<file path="config.mk">
export PLATFORM = sky130hd
export DESIGN_NAME = vga_fb_wr_ctl_flat
export DESIGN_NICKNAME = d
export VERILOG_FILES = /design/src/rtl/vga_fb_wr_ctl_if.sv /design/src/rtl/vga_fb_wr_ctl.sv /design/src/flat_wrapper.sv
export SDC_FILE = /design/constraint.sdc
export NUM_CORES = 1
export LEC_CHECK = 0
export CAP_MARGIN = 20
export CORE_UTILIZATION = 63
export DETAILED_ROUTE_END_ITERATION = 8
export DONT_BUFFER_PORTS = 1
export PLACE_DENSITY_LB_ADDON = 0.2
export SETUP_SLACK_MARGIN = 0.02
export SYNTH_ARGS = -nofsm -noshare
export SYNTH_HDL_FRONTEND = slang
export SYNTH_SLANG_ARGS = --single-unit
</file>
<file path="constraint.sdc">
create_clock -name clk -period 3.15 [get_ports clk]
set_input_delay 0.1575 -clock clk [delete_from_list [all_inputs] [get_ports clk]]
set_output_delay 0.1575 -clock clk [all_outputs]
set_load 0.005 [all_outputs]
</file>
<file path="src/rtl/vga_fb_wr_ctl_if.sv">
`default_nettype none
// ============================================================================
// Module      : vga_fb_wr_ctl_if
// Description : Bundle of PPU pixel stream, clear control and frame buffer
//               write-port signals for the frame buffer write controller.
// Revision    : 1.0 - initial release
// ============================================================================
interface vga_fb_wr_ctl_if;
    logic        ppu_valid;
    logic        ppu_ready;
    logic [7:0]  ppu_x;
    logic [7:0]  ppu_y;
    logic [5:0]  ppu_code;
    logic        clr_req;
    logic [5:0]  clr_code;
    logic        clr_busy;
    logic        clr_done;
    logic        fb_cs;
    logic [7:0]  fb_x;
    logic [7:0]  fb_y;
    logic [5:0]  fb_code;
    logic [15:0] drop_cnt;

    // Stimulus side: the PPU and whoever requests clears
    modport master (
        output ppu_valid, ppu_x, ppu_y, ppu_code, clr_req, clr_code,
        input  ppu_ready, clr_busy, clr_done, fb_cs, fb_x, fb_y, fb_code, drop_cnt
    );

    // Controller side
    modport slave (
        input  ppu_valid, ppu_x, ppu_y, ppu_code, clr_req, clr_code,
        output ppu_ready, clr_busy, clr_done, fb_cs, fb_x, fb_y, fb_code, drop_cnt
    );
endinterface
`default_nettype wire

</file>
<file path="src/rtl/vga_fb_wr_ctl.sv">
`default_nettype none
// ============================================================================
// Module      : vga_fb_wr_ctl
// Description : Frame buffer write-port arbiter. Queues PPU pixel writes in a
//               small FIFO and shares the single write port with a clear
//               engine that fills the 256x240 visible area with one code.
// Revision    : 1.0 - initial release
// ============================================================================
module vga_fb_wr_ctl #(
    parameter int FIFO_DEPTH = 4
) (
    input  logic           clk,
    input  logic           rst,
    vga_fb_wr_ctl_if.slave bus
);

    localparam int               c_AW     = $clog2(FIFO_DEPTH);
    localparam logic [c_AW:0]    c_FULL   = (c_AW + 1)'(FIFO_DEPTH);
    localparam logic [7:0]       c_X_LAST = 8'd255;
    localparam logic [7:0]       c_Y_LAST = 8'd239;
    localparam logic [15:0]      c_DROP_MAX = 16'hFFFF;

    typedef enum logic [0:0] {
        IDLE  = 1'b0,
        CLEAR = 1'b1
    } state_t;

    state_t            r_state;
    state_t            w_state_nxt;

    logic [21:0]       r_mem [FIFO_DEPTH];
    logic [c_AW-1:0]   r_wr_ptr;
    logic [c_AW-1:0]   r_rd_ptr;
    logic [c_AW:0]     r_count;

    logic [7:0]        r_clr_x;
    logic [7:0]        r_clr_y;
    logic [5:0]        r_clr_code;
    logic              r_clr_busy;
    logic              r_clr_done;

    logic              r_fb_cs;
    logic [7:0]        r_fb_x;
    logic [7:0]        r_fb_y;
    logic [5:0]        r_fb_code;
    logic [15:0]       r_drop_cnt;

    logic              w_ready;
    logic              w_accept;
    logic              w_legal;
    logic              w_push;
    logic              w_drop;
    logic              w_pop;
    logic              w_clr_wr;
    logic              w_sweep_last;
    logic [21:0]       w_rd_data;

    // Ready ignores state so PPU beats keep queueing during a clear
    assign w_ready      = (r_count != c_FULL) && !rst;
    assign w_accept     = bus.ppu_valid && w_ready;
    assign w_legal      = (bus.ppu_y <= c_Y_LAST);
    assign w_push       = w_accept && w_legal;
    assign w_drop       = w_accept && !w_legal;
    assign w_sweep_last = (r_clr_x == c_X_LAST) && (r_clr_y == c_Y_LAST);
    assign w_rd_data    = r_mem[r_rd_ptr];

    // Next state and port-ownership decode; a clear request overrides both sources
    always_comb begin
        w_state_nxt = r_state;
        w_pop       = 1'b0;
        w_clr_wr    = 1'b0;
        if (bus.clr_req) begin
            w_state_nxt = CLEAR;
        end else begin
            case (r_state)
                IDLE: begin
                    w_pop = (r_count != '0);
                end
                CLEAR: begin
                    w_clr_wr = 1'b1;
                    if (w_sweep_last) begin
                        w_state_nxt = IDLE;
                    end
                end
                default: begin
                    w_state_nxt = IDLE;
                end
            endcase
        end
    end

    // State register
    always_ff @(posedge clk or posedge rst) begin
        if (rst) begin
            r_state <= IDLE;
        end else begin
            r_state <= w_state_nxt;
        end
    end

    // FIFO storage; contents are meaningless until the pointers say otherwise
    always_ff @(posedge clk) begin
        if (w_push) begin
            r_mem[r_wr_ptr] <= {bus.ppu_x, bus.ppu_y, bus.ppu_code};
        end
    end

    // FIFO pointers and occupancy; a clear flushes all old entries but keeps a same-edge push
    always_ff @(posedge clk or posedge rst) begin
        if (rst) begin
            r_wr_ptr <= '0;
            r_rd_ptr <= '0;
            r_count  <= '0;
        end else begin
            if (w_push) begin
                r_wr_ptr <= r_wr_ptr + c_AW'(1);
            end
            if (bus.clr_req) begin
                r_rd_ptr <= r_wr_ptr;
                r_count  <= {{c_AW{1'b0}}, w_push};
            end else begin
                if (w_pop) begin
                    r_rd_ptr <= r_rd_ptr + c_AW'(1);
                end
                r_count <= r_count + {{c_AW{1'b0}}, w_push} - {{c_AW{1'b0}}, w_pop};
            end
        end
    end

    // Clear sweep counters and registered write port
    always_ff @(posedge clk or posedge rst) begin
        if (rst) begin
            r_clr_x    <= '0;
            r_clr_y    <= '0;
            r_clr_code <= '0;
            r_clr_busy <= 1'b0;
            r_clr_done <= 1'b0;
            r_fb_cs    <= 1'b0;
            r_fb_x     <= '0;
            r_fb_y     <= '0;
            r_fb_code  <= '0;
        end else begin
            r_clr_done <= 1'b0;
            r_fb_cs    <= 1'b0;
            if (bus.clr_req) begin
                r_clr_code <= bus.clr_code;
                r_clr_x    <= '0;
                r_clr_y    <= '0;
                r_clr_busy <= 1'b1;
            end else if (w_clr_wr) begin
                r_fb_cs   <= 1'b1;
                r_fb_x    <= r_clr_x;
                r_fb_y    <= r_clr_y;
                r_fb_code <= r_clr_code;
                r_clr_x   <= r_clr_x + 8'd1;
                if (r_clr_x == c_X_LAST) begin
                    r_clr_y <= r_clr_y + 8'd1;
                end
                if (w_sweep_last) begin
                    r_clr_done <= 1'b1;
                    r_clr_busy <= 1'b0;
                end
            end else if (w_pop) begin
                r_fb_cs <= 1'b1;
                {r_fb_x, r_fb_y, r_fb_code} <= w_rd_data;
            end
        end
    end

    // Saturating count of handshaken pixels with an off-screen row
    always_ff @(posedge clk or posedge rst) begin
        if (rst) begin
            r_drop_cnt <= '0;
        end else if (w_drop && (r_drop_cnt != c_DROP_MAX)) begin
            r_drop_cnt <= r_drop_cnt + 16'd1;
        end
    end

    assign bus.ppu_ready = w_ready;
    assign bus.clr_busy  = r_clr_busy;
    assign bus.clr_done  = r_clr_done;
    assign bus.fb_cs     = r_fb_cs;
    assign bus.fb_x      = r_fb_x;
    assign bus.fb_y      = r_fb_y;
    assign bus.fb_code   = r_fb_code;
    assign bus.drop_cnt  = r_drop_cnt;

endmodule
`default_nettype wire

</file>
<file path="src/flat_wrapper.sv">
// flat-port wrapper written by rule: the top's interface ports become plain ports
module vga_fb_wr_ctl_flat 
#(
    parameter int FIFO_DEPTH = 4
)
  (clk, rst, bus_ppu_valid, bus_ppu_x, bus_ppu_y, bus_ppu_code, bus_clr_req, bus_clr_code, bus_ppu_ready, bus_clr_busy, bus_clr_done, bus_fb_cs, bus_fb_x, bus_fb_y, bus_fb_code, bus_drop_cnt);
  vga_fb_wr_ctl_if bus_i ();
  input  logic clk;
  input  logic rst;
  input wire logic [$bits(bus_i.ppu_valid)-1:0] bus_ppu_valid;
  input wire logic [$bits(bus_i.ppu_x)-1:0] bus_ppu_x;
  input wire logic [$bits(bus_i.ppu_y)-1:0] bus_ppu_y;
  input wire logic [$bits(bus_i.ppu_code)-1:0] bus_ppu_code;
  input wire logic [$bits(bus_i.clr_req)-1:0] bus_clr_req;
  input wire logic [$bits(bus_i.clr_code)-1:0] bus_clr_code;
  output wire logic [$bits(bus_i.ppu_ready)-1:0] bus_ppu_ready;
  output wire logic [$bits(bus_i.clr_busy)-1:0] bus_clr_busy;
  output wire logic [$bits(bus_i.clr_done)-1:0] bus_clr_done;
  output wire logic [$bits(bus_i.fb_cs)-1:0] bus_fb_cs;
  output wire logic [$bits(bus_i.fb_x)-1:0] bus_fb_x;
  output wire logic [$bits(bus_i.fb_y)-1:0] bus_fb_y;
  output wire logic [$bits(bus_i.fb_code)-1:0] bus_fb_code;
  output wire logic [$bits(bus_i.drop_cnt)-1:0] bus_drop_cnt;
  assign bus_i.ppu_valid = bus_ppu_valid;
  assign bus_i.ppu_x = bus_ppu_x;
  assign bus_i.ppu_y = bus_ppu_y;
  assign bus_i.ppu_code = bus_ppu_code;
  assign bus_i.clr_req = bus_clr_req;
  assign bus_i.clr_code = bus_clr_code;
  assign bus_ppu_ready = bus_i.ppu_ready;
  assign bus_clr_busy = bus_i.clr_busy;
  assign bus_clr_done = bus_i.clr_done;
  assign bus_fb_cs = bus_i.fb_cs;
  assign bus_fb_x = bus_i.fb_x;
  assign bus_fb_y = bus_i.fb_y;
  assign bus_fb_code = bus_i.fb_code;
  assign bus_drop_cnt = bus_i.drop_cnt;
  vga_fb_wr_ctl #(.FIFO_DEPTH(FIFO_DEPTH)) u_core (.clk(clk), .rst(rst), .bus(bus_i));
endmodule
</file>
==> flow_summary_export.csv, run 1 <==
group,metric,value,unit
grt,grt_max_degree,49,
min_path,whs_path_depth,2,
detailed_routing,wire_per_inst,20.5,um
clock_tree,clkSlewWorstSetupHoldPaths,0.07,ns
setup_path,criticalPathCategory,"reg2reg",
floorplanning,floorplan.die.width,104,um
setup_path,critical_path.endpoint_type,"flop",
setup_path,number_of_cells_traversed_by_the_worst_register_to_register_path,6,
floorplanning,fp.dieArea,10800,um^2
pwr,worst_vdd_rail_ir_drop,0.747,mV
setup_path,reg2reg_from,"u_core.r_clr_x[0]$_DFFE_PP0P_",
placement,port_buffers,0,
pwr,p_comb_share,14.0,%
sta,timing.final.setup_violations,0,
floorplanning,boundaryPins,74,
logic_synthesis,synthesis.nets,482,
cells_and_area,num_antenna_cells,0,
logic_synthesis,syn-instance-count,440,
sta,timing.final.max_slew_violations,0,
sta,skew,0.0166,ns
pwr,power.share.clock,38.3,%
setup_path,critical_path.cell_chain,"ha_1 > and3_1 > nand3_1 > or3_1 > a21oi_1 > dlygate4sd3_1",
grt,via_count_of_the_first_global_routing_pass,3742,
placement,place.gp.congestion,0.826,
cells_and_area,design.final.nets,521,
floorplanning,die_height,104,um
outcome,result_of_the_run,"completed",
sta,max-slew-margin-rel,53.9,%
grt,grt-ovfl-total,0,
logic_synthesis,yosysSeqAreaShare,67.4,%
clock_tree,post_cts_resize_count,0,
cells_and_area,final_layout_size_suffix_gt1_share,16.9,%
setup_path,crit_slowest_cell,"dlygate4sd3_1",
setup_path,reg2reg_slack,0.83,ns
detailed_routing,postRouteWirelength,12800,um
clock_tree,clock-root-buffer,"clkbuf_8",
pwr,swShare,25.0,%
setup_path,worst_ep_arrival_time,2.78,ns
logic_synthesis,post_synth.cell_area_avg,14.9,um^2
grt,grt_antenna_before_repair,0,
job,timing.max_cap.violations,0,
cells_and_area,final.fill_count,553,
sta,timing.fmax,431,MHz
logic_synthesis,postSynthRegisterBits,159,
floorplanning,initial_core_util,66.1,%
pwr,total_leakage_power,0.00302,uW
sta,worst_margin_slew,0.692,ns
detailed_routing,detail_route.drc_violations,0,
clock_tree,h-tree-depth,4,
setup_path,worst-endpoint-required,3.61,ns
pwr,total_switching_power,1300,uW
floorplanning,floorplan.core_area,9910,um^2
sta,finalSetupTns,0,ns
pwr,power_density,685,nW/um^2
min_path,hold_class,"in2reg",
clock_tree,cts_hold_repair.buffers,32,
pwr,sequentialPowerShare,47.7,%
setup_path,critical-path-max-stage-delay,0.55,ns
min_path,hold_start,"bus_ppu_valid",
clock_tree,clock_sink_count,159,
clock_tree,worstSkewPairLatency,0.54,ns
detailed_routing,viasPerCell,5.96,
sta,final_hold_viol_count,0,
placement,placed_cell_area,6690,um^2
logic_synthesis,synthDistinctLibCells,40,
setup_path,regToRegEndpoint,"u_core.r_clr_y[3]$_DFFE_PP0P_",
detailed_routing,detail_route.iter0.violations,187,
cells_and_area,synthToLayoutAreaGrowth,16.0,%
logic_synthesis,yosys_warnings,0,
clock_tree,clockBufferDepth,2,
sta,rsz0062_at_grt,"no",
sta,min_period_over_period,73.7,%
clock_tree,post-cts-setup-buffers,0,
grt,global_route.usage.total,25.8,%
floorplanning,rows,36,
detailed_routing,firstDrtPassIters,5,
setup_path,crit_path_max_fanout,6,
detailed_routing,num_vias,3716,
sta,post-route-min-period,2.32,ns
detailed_routing,final_antenna_net_count,0,
cells_and_area,final_cell_area,7600,um^2
setup_path,crit_path_start_kind,"flop",
clock_tree,numCtsBuffers,17,
placement,hpwl,7730,um
pwr,intPower,3900,uW
min_path,timing.hold.worst_endpoint,"u_core.r_wr_ptr[0]$_DFFE_PP0P_",
clock_tree,cts_tree,"yes",
logic_synthesis,syn_area,6550,um^2
grt,grt_pass1_wl,20700,um
## cells in the final DEF (no fill, tap or decap), types with 11 or more instances in the layout
cell type / count
dlygate4sd3_1: 31
nor2_1: 22
nand4_1: 12
edfxtp_1: 88
nand2_1: 55
inv_1: 11
xor2_1: 20
dfrtp_1: 71
mux4_2: 22
a22oi_1: 19
clkbuf_16: 16
## per-layer routing
layer | track usage (%) | routed length (um)
met4 | 8.06 | 142
met3 | 7.96 | 814
met2 | 39.3 | 6330
met1 | 36.2 | 5500
met5 | 0 | 0
## registers in the layout, summed over array words and instances (netlist names), 2 cells and up
name                 cells
u_core.r_clr_y           8
u_core.r_count           3
u_core.r_clr_x           8
u_core.r_mem            88
u_core.bus.drop_cnt     16
u_core.bus.fb_x          8
u_core.r_wr_ptr          2
u_core.r_clr_code        6
u_core.bus.fb_code       6
u_core.bus.fb_y          8
u_core.r_rd_ptr          2
## layout make-up
type / count / area [um^2] / area share (%)
clock buffers: 21 / 449 / 5.91
clock inverters: 10 / 126 / 1.66
inverters: 12 / 45.0 / 0.593
multi-input cells: 248 / 1990 / 26.2
flip-flops and latches: 159 / 4420 / 58.2
well taps: 133 / 166 / 2.19
repair buffers: 41 / 398 / 5.24
## how the worst max path moves through the flow
| stage | slack (ns) | cells past startpoint | endpoint | start |
|---|---|---|---|---|
| 4_1_cts | 0.84 | 6 | u_core.r_clr_y[3]$_DFFE_PP0P_ | u_core.r_clr_x[0]$_DFFE_PP0P_ |
| 3_5_place_dp | 0.98 | 9 | u_core.r_count[2]$_DFF_PP0_ | u_core.r_count[1]$_DFF_PP0_ |
| 5_1_grt | 0.60 | 5 | u_core.r_clr_y[3]$_DFFE_PP0P_ | u_core.r_state$_DFF_PP0_ |
| 6_report | 0.83 | 6 | u_core.r_clr_y[3]$_DFFE_PP0P_ | u_core.r_clr_x[0]$_DFFE_PP0P_ |
| 3_3_place_gp | 1.04 | 9 | u_core.r_count[2]$_DFF_PP0_ | u_core.r_count[1]$_DFF_PP0_ |
| 2_1_floorplan | 0.81 | 10 | u_core.r_count[2]$_DFF_PP0_ | u_core.r_state$_DFF_PP0_ |
## through the flow
step / power [uW] / instances / utilization (%) / setup WS [ns] / hold slack [ns]
floorplan: 3010 / 440 / - / 0.807 / 0.256
global placement: 3180 / 561 / 67.5 / 1.04 / 0.0774
detailed placement: 3210 / 561 / 67.5 / 0.977 / 0.0960
CTS: 5230 / 624 / 76.7 / 0.841 / 0.00836
global route: 5410 / 624 / 76.7 / 0.596 / 0.0272
finish: 5200 / 624 / 76.7 / 0.827 / 0.0271
## logic make-up (layout without fill, tap and decap cells)
logic type,count (synthesis),in the layout,synth area share (%)
compound gates,39,39,3.91
simple gates,137,137,10.9
xor+xnor,27,27,3.72
fa+ha+maj,10,10,2.02
mux,35,35,9.76
buf+inv,33,84,2.20
flops,159,159,67.4
## critical path: cells and delay by family (launching register included)
kind,cells,cell delay [ns]
adders and majority gates,1,0.21
and+or+nand+nor,3,0.95
AOI/OAI and AO/OA,1,0.14
DFF,1,0.42
buffers and inverters,1,0.55
## synth_stat cells (all sizes together)
| library cell | instances | area, um^2 |
|---|---|---|
| a21o | 1 | 7.51 |
| a21oi | 8 | 40.0 |
| a22oi | 19 | 143 |
| and2 | 6 | 37.5 |
| and3 | 4 | 25.0 |
| and4 | 4 | 35.0 |
| and4bb | 1 | 12.5 |
| buf | 6 | 42.5 |
| clkbuf | 15 | 56.3 |
| dfrtp | 71 | 1780 |
| edfxtp | 88 | 2640 |
| fa | 1 | 20.0 |
| ha | 9 | 113 |
| inv | 12 | 45.0 |
| mux2 | 11 | 124 |
| mux2i | 2 | 20.0 |
| mux4 | 22 | 495 |
| nand2 | 55 | 206 |
| nand2b | 1 | 6.26 |
| nand3 | 6 | 30.0 |
| nand4 | 12 | 75.1 |
| nor2 | 22 | 82.6 |
| nor3 | 9 | 45.0 |
| nor3b | 4 | 35.0 |
| nor4 | 7 | 75.1 |
| o21a | 2 | 15.0 |
| o21ai | 5 | 25.0 |
| o22ai | 3 | 18.8 |
| o31ai | 1 | 7.51 |
| or3 | 3 | 18.8 |
| or4 | 2 | 18.8 |
| or4b | 1 | 13.8 |
| xnor2 | 7 | 68.8 |
| xor2 | 20 | 175 |
## power groups by stage
stage	Clock, uW	Combinational (uW)	Sequential, uW
floorplan	0	520	2490
global placement	0	675	2510
detailed placement	0	688	2520
CTS	2010	742	2480
global route	2110	799	2500
finish	1990	730	2480
Power figures use the tool's default switching activity.
==> run 2, diff against run 1 <==
clock period = 2.25 ns   (was 3.15 ns; I/O delays follow)
==> run 2 against run 1 <==
Largest cell class unchanged; global-route usage is 1.0 points higher; combinational power grew 56%; sequential share of layout area shrank 0.75 points; flip-flop and latch count stayed put; clock skew shrank 0.0032 ns; design area increased by 1.3%; critical path type unchanged; critical path depth rose by 3; fmax up 11%; sequential power rose by 40%; clock-buffer cell count is 4 lower; cell count is 0.64% higher; setup slack worse by 0.68 ns.
==> flow_summary_export.csv, run 2 (synthesis results as in run 1) <==
group,metric,value,unit
sta,min_period_over_period,93.3,%
sta,post-route-min-period,2.10,ns
detailed_routing,detail_route.iter0.violations,342,
cells_and_area,final_common_cell,"edfxtp_1",
floorplanning,rows,36,
floorplanning,initial_core_util,66.1,%
sta,timing.fmax,476,MHz
grt,grt-ovfl-total,0,
sta,timing.final.setup_violations,0,
min_path,hold_class,"in2reg",
pwr,power_density,958,nW/um^2
cells_and_area,largest_register_ff_count,88,
sta,finalSetupTns,0,ns
setup_path,worst_ep_arrival_time,2.50,ns
placement,place.gp.congestion,0.821,
detailed_routing,firstDrtPassIters,7,
setup_path,crit_path_start_kind,"flop",
grt,grt_antenna_before_repair,0,
placement,hpwl,7810,um
detailed_routing,final_antenna_net_count,0,
grt,grt_max_degree,55,
setup_path,crit_path_max_fanout,4,
setup_path,critical_path.endpoint_type,"flop",
sta,timing.final.max_slew_violations,0,
detailed_routing,viasPerCell,6.20,
cells_and_area,most-common-layout-cells,"edfxtp_1 (88), dfrtp_1 (71), nand2_1 (55)",
job,timing.max_cap.violations,0,
cells_and_area,final.fill_count,572,
sta,worst_margin_slew,0.404,ns
clock_tree,clock_sink_count,159,
cells_and_area,num_antenna_cells,0,
grt,via_count_of_the_first_global_routing_pass,3978,
floorplanning,boundaryPins,74,
clock_tree,cts_tree,"yes",
detailed_routing,num_vias,3896,
cells_and_area,design.final.nets,525,
sta,rsz0062_at_grt,"no",
setup_path,critical_path.cell_chain,"nor3_2 > nor3_2 > ha_1 > inv_1 > ha_1 > inv_1 > fa_1 > xnor2_1 > nor2_1",
setup_path,crit_slowest_cell,"dfrtp_1",
clock_tree,h-tree-depth,4,
grt,global_route.usage.total,26.9,%
clock_tree,clkSlewWorstSetupHoldPaths,0.07,ns
cells_and_area,synthToLayoutAreaGrowth,17.5,%
setup_path,critical-path-max-stage-delay,0.46,ns
cells_and_area,final_layout_size_suffix_gt1_share,18.2,%
clock_tree,clockBufferDepth,2,
sta,skew,0.0134,ns
grt,grt_pass1_wl,21600,um
setup_path,criticalPathCategory,"reg2reg",
outcome,result_of_the_run,"completed",
clock_tree,post-cts-setup-buffers,0,
pwr,worst_vdd_rail_ir_drop,0.657,mV
placement,port_buffers,0,
floorplanning,die_height,104,um
sta,worst_hold_slack,0.0424,ns
floorplanning,fp.dieArea,10800,um^2
cells_and_area,largest-register,"u_core.r_mem",
floorplanning,floorplan.die.width,104,um
cells_and_area,final_util,77.7,%
pwr,total_leakage_power,0.00307,uW
clock_tree,worstSkewPairLatency,0.52,ns
detailed_routing,postRouteWirelength,13500,um
setup_path,worst-endpoint-required,2.65,ns
floorplanning,floorplan.core_area,9910,um^2
detailed_routing,detail_route.drc_violations,0,
clock_tree,clock-root-buffer,"clkbuf_8",
detailed_routing,wire_per_inst,21.5,um
clock_tree,numCtsBuffers,17,
sta,max-slew-margin-rel,73.0,%
sta,final_hold_viol_count,0,
[run 2: cell count changes in the layout (fill, tap and decap cells not counted), sizes merged]
cell         previous run  this run
clkbuf                 21        17
inv                    16        22
bufinv                  2         1
buf                    10        13
dlygate4sd3            31        32
clkinvlp                3         1
clkinv                  1         2
[run 2: path summary, 6_finish.rpt]
kind                                                   from                                  to  slack [ns]  cells past startpoint
max                             u_core.r_count[1]$_DFF_PP0_         u_core.r_count[2]$_DFF_PP0_        0.15                      9
max in group asynchronous                               rst      u_core.r_rd_ptr[0]$_DFFE_PP0P_        1.57                      3
max reg2reg                     u_core.r_count[1]$_DFF_PP0_         u_core.r_count[2]$_DFF_PP0_        0.15                      9
min reg2reg                u_core.r_clr_code[5]$_DFFE_PP0P_   u_core.bus.fb_code[5]$_DFFE_PP0P_        0.47                      2
min                                                     rst  u_core.bus.drop_cnt[5]$_DFFE_PP0P_        0.04                      3
min in group asynchronous                               rst    u_core.r_clr_code[1]$_DFFE_PP0P_        0.05                      2
[run 2: critical path, delay by kind of cell, from the launching register on]
family	cells	cell delay, ns
simple gates	3	0.41
xor+xnor	1	0.24
fa+ha+maj	3	0.77
buf+inv	2	0.10
flops	1	0.46
[run 2: cell type report]
cell class	count	area, um^2	share of cell area [%]
inverters	12	45.0	0.585
well taps	133	166	2.16
flip-flops and latches	159	4420	57.4
clock buffers	17	414	5.38
clock inverters	14	146	1.90
repair buffers	45	505	6.57
multi-input cells	248	2000	26.0
[run 2: what timing repair did]
item                       4_1_cts  5_1_grt
hold endpoints to repair       194        1
resized for setup                0        1
setup endpoints to repair        0        1
hold buffers                    32        1
[run 2: metrics by stage]
step | instance area (um^2) | std cells | worst slack, ns | total power [uW]
6_report | 7700 | 628 | 0.150 | 7380
5_1_grt | 7700 | 628 | 0.0443 | 7630
4_1_cts | 7690 | 627 | 0.0827 | 7360
3_5_place_dp | 6800 | 564 | 0.188 | 4570
3_3_place_gp | 6800 | 564 | 0.220 | 4540
2_1_floorplan | 6560 | 440 | 0.0985 | 4220
[run 2: report_power, final]
group / internal (uW) / total, uW / leakage [uW] / switching, uW
clock network: 1510 / 2760 / 0.000277 / 1250
logic: 537 / 1140 / 0.00106 / 605
registers: 3340 / 3480 / 0.00173 / 140
[run 2: per-layer routing]
layer  GRT usage, %  wire [um]  vias up
li1               -          -     1725
met1           35.7       5530     1987
met2           42.4       6770      158
met3           7.58        873       26
met4           10.7        300        0
met5              0          0        -
